## src/rtl/tt_um_muncherkin_lioncage.sv

```systemverilog
// Lion-cage toy: a lion paces around segments a..f, escapes through an open door,
// munches when fed and can be recaptured; munch/escape tallies appear on uio_out.
module tt_um_muncherkin_lioncage (
    input  logic       clk,
    input  logic       rst_n,    // active-high asynchronous reset despite the name
    input  logic       ena,
    input  logic [7:0] ui_in,
    input  logic [7:0] uio_in,
    output logic [7:0] uo_out,
    output logic [7:0] uio_out,
    output logic [7:0] uio_oe
);

    typedef enum logic [1:0] {
        PACE,
        MUNCH,
        ESCAPED
    } state_t;

    localparam logic [2:0] POS_LAST  = 3'd5;
    localparam logic [2:0] MTICK_END = 3'd7;
    localparam logic [6:0] SEG_E     = 7'b1111001;
    localparam logic [6:0] SEG_G     = 7'b1000000;

    state_t      state_q, state_d;
    logic [2:0]  pos_q, pos_d;
    logic [2:0]  mtick_q, mtick_d;
    logic [3:0]  munch_cnt_q, munch_cnt_d;
    logic [3:0]  esc_cnt_q, esc_cnt_d;
    logic [19:0] presc_q;
    logic        feed_prev_q;
    logic        recap_prev_q;
    logic        hb_q;

    logic        door, reverse, feed, recap;
    logic [1:0]  speed;
    logic        tick;
    logic        feed_rise, recap_rise;
    logic [6:0]  seg;

    assign door    = ui_in[0];
    assign reverse = ui_in[1];
    assign feed    = ui_in[2];
    assign recap   = ui_in[3];
    assign speed   = ui_in[7:6];

    assign feed_rise  = feed & ~feed_prev_q;
    assign recap_rise = recap & ~recap_prev_q;

    logic unused_inputs;
    assign unused_inputs = &{1'b0, ena, uio_in, ui_in[5:4]};

    // Tick fires when the prescaler's low bits roll over; changing speed just
    // picks a different slice of the same free-running count.
    always_comb begin
        // NOTE: every combinational output gets a default first so no path
        // through the case leaves it unassigned and infers a latch.
        tick = 1'b0;
        case (speed)
            2'b00:   tick = 1'b1;
            2'b01:   tick = &presc_q[7:0];
            2'b10:   tick = &presc_q[15:0];
            default: tick = &presc_q;
        endcase
    end

    always_comb begin
        state_d     = state_q;
        pos_d       = pos_q;
        mtick_d     = mtick_q;
        munch_cnt_d = munch_cnt_q;
        esc_cnt_d   = esc_cnt_q;

        case (state_q)
            PACE: begin
                // Escape outranks a same-cycle feed edge; feeding freezes the lion.
                if (tick && door && pos_q == 3'd0) begin
                    state_d = ESCAPED;
                    if (esc_cnt_q != 4'hF)
                        esc_cnt_d = esc_cnt_q + 4'd1;
                end else if (feed_rise) begin
                    state_d     = MUNCH;
                    munch_cnt_d = munch_cnt_q + 4'd1;
                    mtick_d     = 3'd0;
                end else if (tick) begin
                    if (reverse)
                        pos_d = (pos_q == 3'd0) ? POS_LAST : pos_q - 3'd1;
                    else
                        pos_d = (pos_q == POS_LAST) ? 3'd0 : pos_q + 3'd1;
                end
            end

            MUNCH: begin
                if (tick) begin
                    if (mtick_q == MTICK_END)
                        state_d = PACE;
                    else
                        mtick_d = mtick_q + 3'd1;
                end
            end

            ESCAPED: begin
                if (recap_rise && !door) begin
                    state_d = PACE;
                    pos_d   = 3'd0;
                end
            end

            default: state_d = PACE;
        endcase
    end

    always_ff @(posedge clk or posedge rst_n) begin
        if (rst_n) begin
            state_q      <= PACE;
            pos_q        <= 3'd0;
            mtick_q      <= 3'd0;
            munch_cnt_q  <= 4'd0;
            esc_cnt_q    <= 4'd0;
            presc_q      <= 20'd0;
            feed_prev_q  <= 1'b0;
            recap_prev_q <= 1'b0;
            hb_q         <= 1'b0;
        end else begin
            // NOTE: sequential state uses non-blocking assignments so every
            // register samples pre-edge values regardless of statement order.
            state_q      <= state_d;
            pos_q        <= pos_d;
            mtick_q      <= mtick_d;
            munch_cnt_q  <= munch_cnt_d;
            esc_cnt_q    <= esc_cnt_d;
            presc_q      <= presc_q + 20'd1;
            feed_prev_q  <= feed;
            recap_prev_q <= recap;
            hb_q         <= hb_q ^ tick;
        end
    end

    always_comb begin
        seg = 7'd0;
        case (state_q)
            PACE:    seg = 7'b0000001 << pos_q;
            MUNCH:   seg = mtick_q[0] ? 7'd0 : SEG_G;
            ESCAPED: seg = SEG_E;
            default: seg = 7'd0;
        endcase
    end

    assign uo_out  = {hb_q, seg};
    assign uio_out = {munch_cnt_q, esc_cnt_q};
    assign uio_oe  = 8'hFF;

endmodule

```

## config.mk

```make
export PLATFORM = sky130hd
export DESIGN_NAME = tt_um_muncherkin_lioncage
export DESIGN_NICKNAME = d
export VERILOG_FILES = /design/src/rtl/tt_um_muncherkin_lioncage.sv
export SDC_FILE = /design/constraint.sdc
export NUM_CORES = 1
export LEC_CHECK = 0
export CORE_MARGIN = 5
export CORE_UTILIZATION = 54
export DETAILED_ROUTE_END_ITERATION = 8
export MAX_ROUTING_LAYER = met4
export PLACE_DENSITY_LB_ADDON = 0.05
export SYNTH_ARGS = -nofsm -noshare
export SYNTH_HDL_FRONTEND = slang
export SYNTH_SLANG_ARGS = --single-unit
```

## constraint.sdc

```tcl
create_clock -name clk -period 5.4 [get_ports clk]
set_input_delay 1.08 -clock clk [delete_from_list [all_inputs] [get_ports clk]]
set_output_delay 1.08 -clock clk [all_outputs]
set_load 0.03 [all_outputs]
```

# ---- After elaboration in Yosys (flattened, before gate mapping)
# Cells that the tools add are included.
dict set report totals {
  elab_cells 77
  output_inout_bits 24
  latch_bits 0
  rom_bits 0
  input_bits 19
  mem_bits_rw 0
  n_memories 0
  regBits 39
}
dict set report op_classes {
  addsub 6
  muxes 22
  div_mod_pow 0
  reduce_logical 17
  bitwise_logic 6
  n_lt_le_gt_ge 0
  eq_ne 16
  shifts 1
  n_mul 0
}
# op count
set op_table {}
lappend op_table {{$mux W3} 11}
lappend op_table {{$pmux W7 S3} 1}
lappend op_table {{$add A20 B1 Y20 const B} 1}
lappend op_table {{$reduce_and A20 Y1} 1}
lappend op_table {{$ne A2 B2 Y1 const B} 8}
lappend op_table {{$reduce_and A16 Y1} 1}
lappend op_table {{$pmux W3 S2} 2}
lappend op_table {{$mux W2} 5}
lappend op_table {{$reduce_and A5 Y1} 2}
lappend op_table {{$add A4 B1 Y4 const B} 2}
lappend op_table {{$reduce_and A8 Y1} 1}
lappend op_table {{$mux W7} 1}
lappend op_table {{$shl A1 B3 Y7 const A} 1}
lappend op_table {{$add A3 B1 Y3 const B} 2}
lappend op_table {{$eq A3 B3 Y1 const B} 2}
lappend op_table {{$pmux W2 S3} 1}
lappend op_table {{$reduce_and A3 Y1} 2}
lappend op_table {{$eq A2 B1 Y1 const B} 2}
lappend op_table {{$eq A2 B2 Y1 const B} 2}
lappend op_table {{$logic_not A2 Y1} 2}
lappend op_table {{$ne A4 B4 Y1 const B} 1}
lappend op_table {{$reduce_and A4 Y1} 1}
lappend op_table {{$reduce_bool A2 Y1} 2}
lappend op_table {{$logic_and A1 B1 Y1} 3}
lappend op_table {{8 further kinds} 11}

# ---- Depth between registers and ports, before layout
dict set report depth {
  word_depth 7
  mapped_depth 9
  mapped_depth_nobuf 8
}

# ---- Worst setup path before layout
# Ideal clock, no wire load.
dict set report synth_timing {
  kind {reg2out}
  startpoint {reg state_q[1]}
  endpoint {out uo_out[1]}
  required_ps 4320
  path_slack_ps 2577
  t_arrival_ps 1743
  stages_incl_launch_ff 4
  path_buffers 1
  cell_sequence {dfrtp_1 clkbuf_1 nor2_1 nor4b_1}
}
dict set report synth_between {
  elab_chain_cells 2
  word_cells_on_any_way 4
  cone_classes {eq/ne: 2; mux: 1; reduce/logical: 1}
}
# item line_no
set synth_lines {}
lappend synth_lines {{from (decl)} 25} ;# state_t state_q, state_d;
lappend synth_lines {{from (signal assigned)} 127} ;# state_q <= state_d;
lappend synth_lines {{$eq A2 B2 Y1, or another cell as far along} 141} ;# case (state_q)
lappend synth_lines {{$pmux W7 S3 *} 141}
lappend synth_lines {{to (decl)} 9} ;# output logic [7:0] uo_out,
# Every way passes the cells marked *; elsewhere a longest branch is shown, timed or not.

# ---- Final worst setup path
# Same ends and word-level chain as after synthesis.

==> impl_metrics.json <==
{
  "synthArstFlopShare_pct": 100,
  "vdd_drop_max_mv": 0.327,
  "finalHoldViolCount": 0,
  "clock-sinks": 39,
  "drtIter0Drc": 76,
  "ant_nets": 0,
  "dieArea_um2": 5070,
  "crit_fanout": 10,
  "routed_wl_um": 3640,
  "fin_hold_ws_ps": 474,
  "clk_latency_ps": 280,
  "path_delay_family": "buffers and inverters",
  "dr.pass1.iters": 4,
  "stdcell_count": 264,
  "grt.total_usage_pct": 16.7,
  "syn_area_per_cell_um2": 10.5,
  "cts_resized": 0,
  "wl_per_cell_um": 13.8,
  "slowest_delay_ps": 730,
  "synth_area_um2": 2020,
  "slew_violations": 0,
  "mostFrequentLayoutCell": "dfrtp_1",
  "placedCellCount": 257,
  "syn_inst": 192,
  "synth_seq_area_share_pct": 48.2,
  "vias": 1439,
  "hold_class": "reg -> reg",
  "drc": 0,
  "cts_root_buf": "clkbuf_8",
  "start_util_pct": 55.7,
  "cts_setup_buffers": 0,
  "critical_path_required_ps": 4320,
  "min_period_over_period_pct": 58.6,
  "coreArea_um2": 3630,
  "grt_overflow_total": 0,
  "ys.warnings.count": 0,
  "switchingPower_uw": 317,
  "cts_tree": "yes",
  "grt_pass1_wl_um": 6510,
  "drive_gt1_share_pct": 9.72,
  "crit_path_start_kind": "flip-flop",
  "power_uw": 925,
  "grt_pass1_vias": 1452,
  "rows": 22,
  "comb_power_share_pct": 33.4,
  "worst-setup-path-type": "reg -> out",
  "cts_buffers": 5,
  "setup_viol": 0,
  "tns_ps": 0,
  "pwr-share-clk_pct": 24.6,
  "fp.dieW_um": 71.2,
  "power_frac_seq_pct": 42.0,
  "numPortBuffers": 23,
  "outcome": "completed",
  "end_kind": "output pin",
  "power.internal_uw": 608,
  "p_leak_nw": 1.08,
  "io_pins": 43,
  "pre_cts_slack_ps": 2260,
  "ys.flop_type": "dfrtp_1",
  "diodes": 0,
  "path_cells": "nor2_1 -> nor4b_1 -> clkdlybuf4s50_1",
  "place.gp.congestion": 0.762,
  "h-tree-depth": 2,
  "antenna_found_initial": 0,
  "grt_max_degree": 40,
  "fill_cells": 300,
  "place_hpwl_um": 2790,
  "fmax_mhz": 316,
  "clkTransAtPathRegs_ps": 70,
  "clockBufferDepth": 2,
  "synthDistinctLibCells": 40,
  "rsz0062_at_grt": "no",
  "clock_skew_ps": 5.45,
  "ys_ff_latch": 39,
  "area_growth_pct": 16.8,
  "sw_frac_of_total_pct": 34.3,
  "synth_edf_count": 0,
  "worst_slack_ps": 2230,
  "critPathSlowestCell": "clkdlybuf4s50_1",
  "viasPerCell": 5.45,
  "cts_hold_buffers": 0,
  "die_h_um": 71.2,
  "period_minus_slack_ps": 3170,
  "critPathArrivalTime_ps": 2090,
  "drv_cap": 0,
  "powerDensity_nw_per_um2": 392,
  "cp_num_buf_inv": 1,
  "fin_nets": 243,
  "most-common-layout-cells": "dfrtp_1, clkdlybuf4s50_1, nor2_1, nand2_1, xnor2_1"
}
[final cells by class]
cell class / count / area [µm²] / share of cell area (%)
Clock inverter: 1 / 30.0 / 1.27
Inverter: 9 / 33.8 / 1.43
Timing Repair Buffer: 24 / 238 / 10.1
Tap cell: 48 / 60.1 / 2.54
Sequential cell: 39 / 976 / 41.3
Multi-Input combinational cell: 137 / 952 / 40.3
Clock buffer: 6 / 72.6 / 3.07
[power by group through the flow]
stage / registers [mW] / logic [mW] / clock network, mW
after floorplan: 0.408 / 0.195 / 0
after global placement: 0.390 / 0.294 / 0
after detailed placement: 0.394 / 0.310 / 0
after CTS: 0.389 / 0.313 / 0.235
after global routing: 0.398 / 0.338 / 0.245
final: 0.389 / 0.309 / 0.228
[sequential cells by signal, summed over array words and instances, names as in the netlist]
name and count:
presc_q 20, esc_cnt_q 4, munch_cnt_q 4, mtick_q 3, pos_q 3, state_q 2, feed_prev_q 1, hb_q 1
recap_prev_q 1
[kinds of logic after synthesis]
logic type / Yosys count / synth area share, %
AND/OR/NAND/NOR: 69 / 18.6
flip-flops: 39 / 48.2
XOR/XNOR: 23 / 9.96
buffers and inverters: 23 / 6.00
AO/OA/AOI/OAI: 22 / 8.16
adder cells (fa/ha/maj): 8 / 4.95
multiplexers: 7 / 3.90
other: 1 / 0.185
[path summary, 6_finish.rpt]
check                       startpoint           to  slack (ps)  depth (start not counted)
min                        presc_q[19]  presc_q[19]         470                          1
min in group asynchronous        rst_n   mtick_q[1]        1220                          3
max                         state_q[1]    uo_out[1]        2230                          3
max in group asynchronous        rst_n   presc_q[9]        3840                          3
min reg2reg                presc_q[19]  presc_q[19]         470                          1
max reg2reg                 presc_q[0]   mtick_q[1]        3040                          7
[metal layers]
metal  vias up  part of all wire (%)  GRT usage (%)
li1        690                     -              -
met1       711                    45           19.8
met2        34                    49           26.6
met3         4                   5.5           5.05
met4         0                   1.0           6.68
met5         -                     0              -
[cell usage after synthesis, types with 3 or more instances]
master | count | area [µm²]
ha_1 | 8 | 100
a21oi_1 | 6 | 30.0
clkbuf_1 | 4 | 15.0
inv_1 | 9 | 33.8
nand2_1 | 14 | 52.6
buf_4 | 9 | 67.6
o21ai_0 | 4 | 20.0
and4_1 | 4 | 35.0
nand3_1 | 7 | 35.0
xnor2_1 | 13 | 114
nand2b_1 | 4 | 25.0
dfrtp_1 | 39 | 976
nand4_1 | 5 | 31.3
mux2_2 | 6 | 67.6
nor2_1 | 20 | 75.1
xor2_1 | 10 | 87.6
and3_1 | 3 | 18.8
[through the flow]
stage | utilization, % | cell area (µm²)
after global routing | 65.0 | 2360
final | 65.0 | 2360
after floorplan | - | 2050
after detailed placement | 62.2 | 2260
after global placement | 62.2 | 2260
after CTS | 65.0 | 2360
No activity file was read; power rests on OpenSTA's default activity.
==> RTL change 1, RTL diff (same settings) <==
Add an input register stage for `ena`, `ui_in` and `uio_in`, with the module's reset; this delays them by one clock.
--- a/src/rtl/tt_um_muncherkin_lioncage.sv
+++ b/src/rtl/tt_um_muncherkin_lioncage.sv
@@ -24,2 +24,18 @@
 
+    logic ena_q;
+    logic [7:0] ui_q;
+    logic [7:0] uio_q;
+
+    always_ff @(posedge clk or posedge rst_n) begin
+        if (rst_n) begin
+            ena_q <= '0;
+            ui_q  <= '0;
+            uio_q <= '0;
+        end else begin
+            ena_q <= ena;
+            ui_q  <= ui_in;
+            uio_q <= uio_in;
+        end
+    end
+
     state_t      state_q, state_d;
@@ -40,7 +56,7 @@
 
-    assign door    = ui_in[0];
-    assign reverse = ui_in[1];
-    assign feed    = ui_in[2];
-    assign recap   = ui_in[3];
-    assign speed   = ui_in[7:6];
+    assign door    = ui_q[0];
+    assign reverse = ui_q[1];
+    assign feed    = ui_q[2];
+    assign recap   = ui_q[3];
+    assign speed   = ui_q[7:6];
 
@@ -50,3 +66,3 @@
     logic unused_inputs;
-    assign unused_inputs = &{1'b0, ena, uio_in, ui_in[5:4]};
+    assign unused_inputs = &{1'b0, ena_q, uio_q, ui_q[5:4]};
 
Function: changed (Yosys sat finds a counterexample within 4 cycles, from zero or initial values and one cycle with rst_n high).
==> RTL change 1 against the original RTL <==
Design area is 7.7% higher; sequential cell count up 6; setup slack got worse by 0.016 ns; power is 4.1% higher; wire length rose by 13%; synthesized area rose by 8.9%; largest cell class unchanged; register-to-register slack improved by 0.18 ns.
==> RTL change 1: results (changes against the original RTL) <==
[global_route]
grt_max_degree = 46  ; +15%
grt_use_met3 = 0.0287  ; -0.0218
grt_pass1_wl_mm = 7.10  ; +9.0%
met2_usage = 0.290  ; +0.0240
grt_use_met1 = 0.207  ; +0.00905

[finish]
fin_nets = 250  ; +2.9%
finalNonFillerCells = 274  ; +3.8%
top_regs = presc_q: 20 flops, ui_q: 6 flops

[floorplan]
core-area_um2 = 3970  ; +9.3%

[worst_hold_path]
hold_start = ui_q[2]
hold_path_depth = 0  ; -1

[worst_setup_path]
crit_path_max_fanout = 9  ; -1
crit_start = state_q[0]
r2r_start = pos_q[2]
r2r-end = munch_cnt_q[1]

[power_and_ir_drop]
p_switching_w = 0.000336  ; +6.0%
p_leak_nw = 1.14  ; +5.9%
ir_drop_mv = 0.173  ; -47%
clockPowerShare = 0.234  ; -0.012

[yosys]
synthTopCellsByArea = dfrtp_1 51%, xnor2_1 7.2%, ha_1 4.5%
synthMuxAreaShare = 0.0256  ; -0.0134
synth_xor_area_frac = 0.0914  ; -0.00814

[route]
wirelength_met1_mm = 1.68  ; +3.3%
dr_wl_met2_mm = 2.12  ; +19%
met3_wirelength_um = 225  ; +13%
wl_per_cell_um = 15.0  ; +9.0%
vias_per_cell = 5.59  ; +2.5%

[placement]
hpwl_mm = 3.09  ; +11%
dp.cells = 266  ; +3.5%
finalWeightedCongestion = 0.776  ; +1.8%

[run_status]
status = finished clean

[timing]
skew_ns = 0.0119  ; +0.00647 ns

RTL change 1: cell types whose count changed after synthesis, moves of 4 or more:
| cell | delta |
|---|---|
| nor2_1 | -8 |
| dfrtp_1 | +6 |
| nand3_1 | +5 |
| xnor2_1 | +5 |
| xor2_1 | -5 |
| nor3_1 | +4 |
RTL change 1: worst max-delay path: cells and delay by family (launching register included):
kind	cells	cell delay [ns]
buffers and inverters	1	0.67
flip-flops	1	0.48
AND/OR/NAND/NOR	2	0.67
RTL change 1: layout make-up:
cell class,count,area share
clock buffer,7,0.0379
clock inverter,1,0.00197
inverter,6,0.00885
multi-input combinational,141,0.391
sequential,45,0.442
tap,50,0.0246
timing repair buffer,24,0.0934
RTL change 1: stage by stage:
stage	instance area (µm²)	hold WS [ns]	power, W
floorplan	2230	0.346	0.000639
global placement	2440	0.354	0.000724
detailed placement	2440	0.362	0.000747
CTS	2540	0.373	0.000974
global route	2540	0.391	0.00103
finish	2540	0.365	0.000963
==> RTL change 2, RTL diff (same settings) <==
Made on the original files. Put a register stage on the outputs `uo_out` and `uio_out`, without a reset. The values now appear one clock later. The other outputs are not delayed to match.
--- a/src/rtl/tt_um_muncherkin_lioncage.sv
+++ b/src/rtl/tt_um_muncherkin_lioncage.sv
@@ -148,4 +148,6 @@
 
-    assign uo_out  = {hb_q, seg};
-    assign uio_out = {munch_cnt_q, esc_cnt_q};
+    always_ff @(posedge clk) begin
+        uo_out  <= {hb_q, seg};
+        uio_out <= {munch_cnt_q, esc_cnt_q};
+    end
     assign uio_oe  = 8'hFF;
Behaviour: not the same (a bounded check fails within 4 cycles, from zero or initial values and one cycle with rst_n high).
==> RTL change 2 against the original RTL <==
Power increased by 10%; non-clock buffer count unchanged; critical endpoint is now pos_q[1]; wire length increased by 9.3%; design area increased by 14%; synthesized area increased by 16%; largest cell class unchanged; sequential cell count increased by 16; largest power group unchanged; die area increased by 14%; fmax increased by 14%; count of clock-buffer cells in the layout decreased by 1; synthesized cell count increased by 8.3%; sequential share of layout area increased by 6.7 points; critical path depth increased by 4; setup slack improved by 0.40 ns; highest routed layer unchanged.
==> RTL change 2: results (changes against the original RTL) <==
[run_status]
status = finished clean

[route]
vias_per_cell = 5.31  ; -2.5%
drt_iter0_drc = 67  ; -12%
dr_wl_met2_mm = 2.07  ; +17%
totalWireLength_mm = 3.98  ; +9.3%
wirelength_met1_mm = 1.66  ; +2.2%

[finish]
nFlopsAndLatches = 55  ; +41%
buf_share = 0.0881  ; -0.0125
clkCellAreaFrac = 0.0339  ; -0.00957
n_clock_buffer = 5  ; -1
n_fill_cell = 358  ; +19%
nNonClkInverters = 11  ; +2
top_regs = presc_q: 20 flops, uio_out: 8 flops, uo_out: 8 flops
final-seq-area_um2 = 1300  ; +33%
drive_above_1_share = 0.0932  ; -0.00400
fin_nets = 262  ; +7.8%
multi_input_gates = 138  ; +0.73%
multi_input_area_share = 0.358  ; -0.0450

[worst_setup_path]
arrival_ns = 2.98  ; +0.89 ns
crit_start = ui_in[3]
crit_end = pos_q[1]
r2r_slack_ns = 2.93  ; -0.11 ns

[global_route]
grt_use_total = 0.149  ; -0.0179
grt_pass1_wl_mm = 6.91  ; +6.0%
grt_pass1_vias = 1529  ; +5.3%

[timing]
skew_ns = 0.0124  ; +0.00690 ns

[power_and_ir_drop]
p_leak_nw = 1.29  ; +19%
p_switching_w = 0.000337  ; +6.2%
p_seq_frac = 0.518  ; +0.098
ir_drop_mv = 0.188  ; -43%
p_comb_w = 0.000260  ; -16%

[placement]
finalWeightedCongestion = 0.789  ; +3.5%

[worst_hold_path]
min_to = uio_out[7]
hold_start = munch_cnt_q[3]

[yosys]
async_flop_share = 0.709  ; -0.291
ys_seq_area_frac = 0.552  ; +0.0696
synthTopCellsByArea = dfrtp_1 42%, dfxtp_1 14%, xnor2_1 5.6%

[clocking]
path_clk_slew_ns = 0.10  ; +0.03 ns

-- RTL change 2: worst max-delay path, cell delays in order --
cell,delay [ns]
clkdlybuf4s50_1,0.49
or3b_2,0.49
a21oi_1,0.19
nand4b_1,0.12
nand2_1,0.19
a41oi_1,0.14
o32ai_1,0.28
-- RTL change 2: layer usage --
metal,up-vias,track usage
li1,749,-
met1,744,0.167
met2,30,0.253
met3,7,0.0391
met4,0,0.0587
met5,-,-
-- RTL change 2: through the flow --
step                      instance area (µm²)  instances  hold WS [ns]  setup WS, ns
after detailed placement                 2610        280         0.384          2.30
after global placement                   2610        280         0.372          2.37
after CTS                                2700        288         0.399          2.62
final                                    2700        288         0.398          2.63
after floorplan                          2370        215         0.365          2.95
after global routing                     2700        288         0.405          2.51
-- RTL change 2: kinds of logic after synthesis --
group           share of synthesized area
simple gates                        0.166
flops                               0.552
compound gates                     0.0709
xor+xnor                           0.0858
buf+inv                            0.0479
fa+ha+maj                          0.0426
mux                                0.0336
other cells                       0.00160
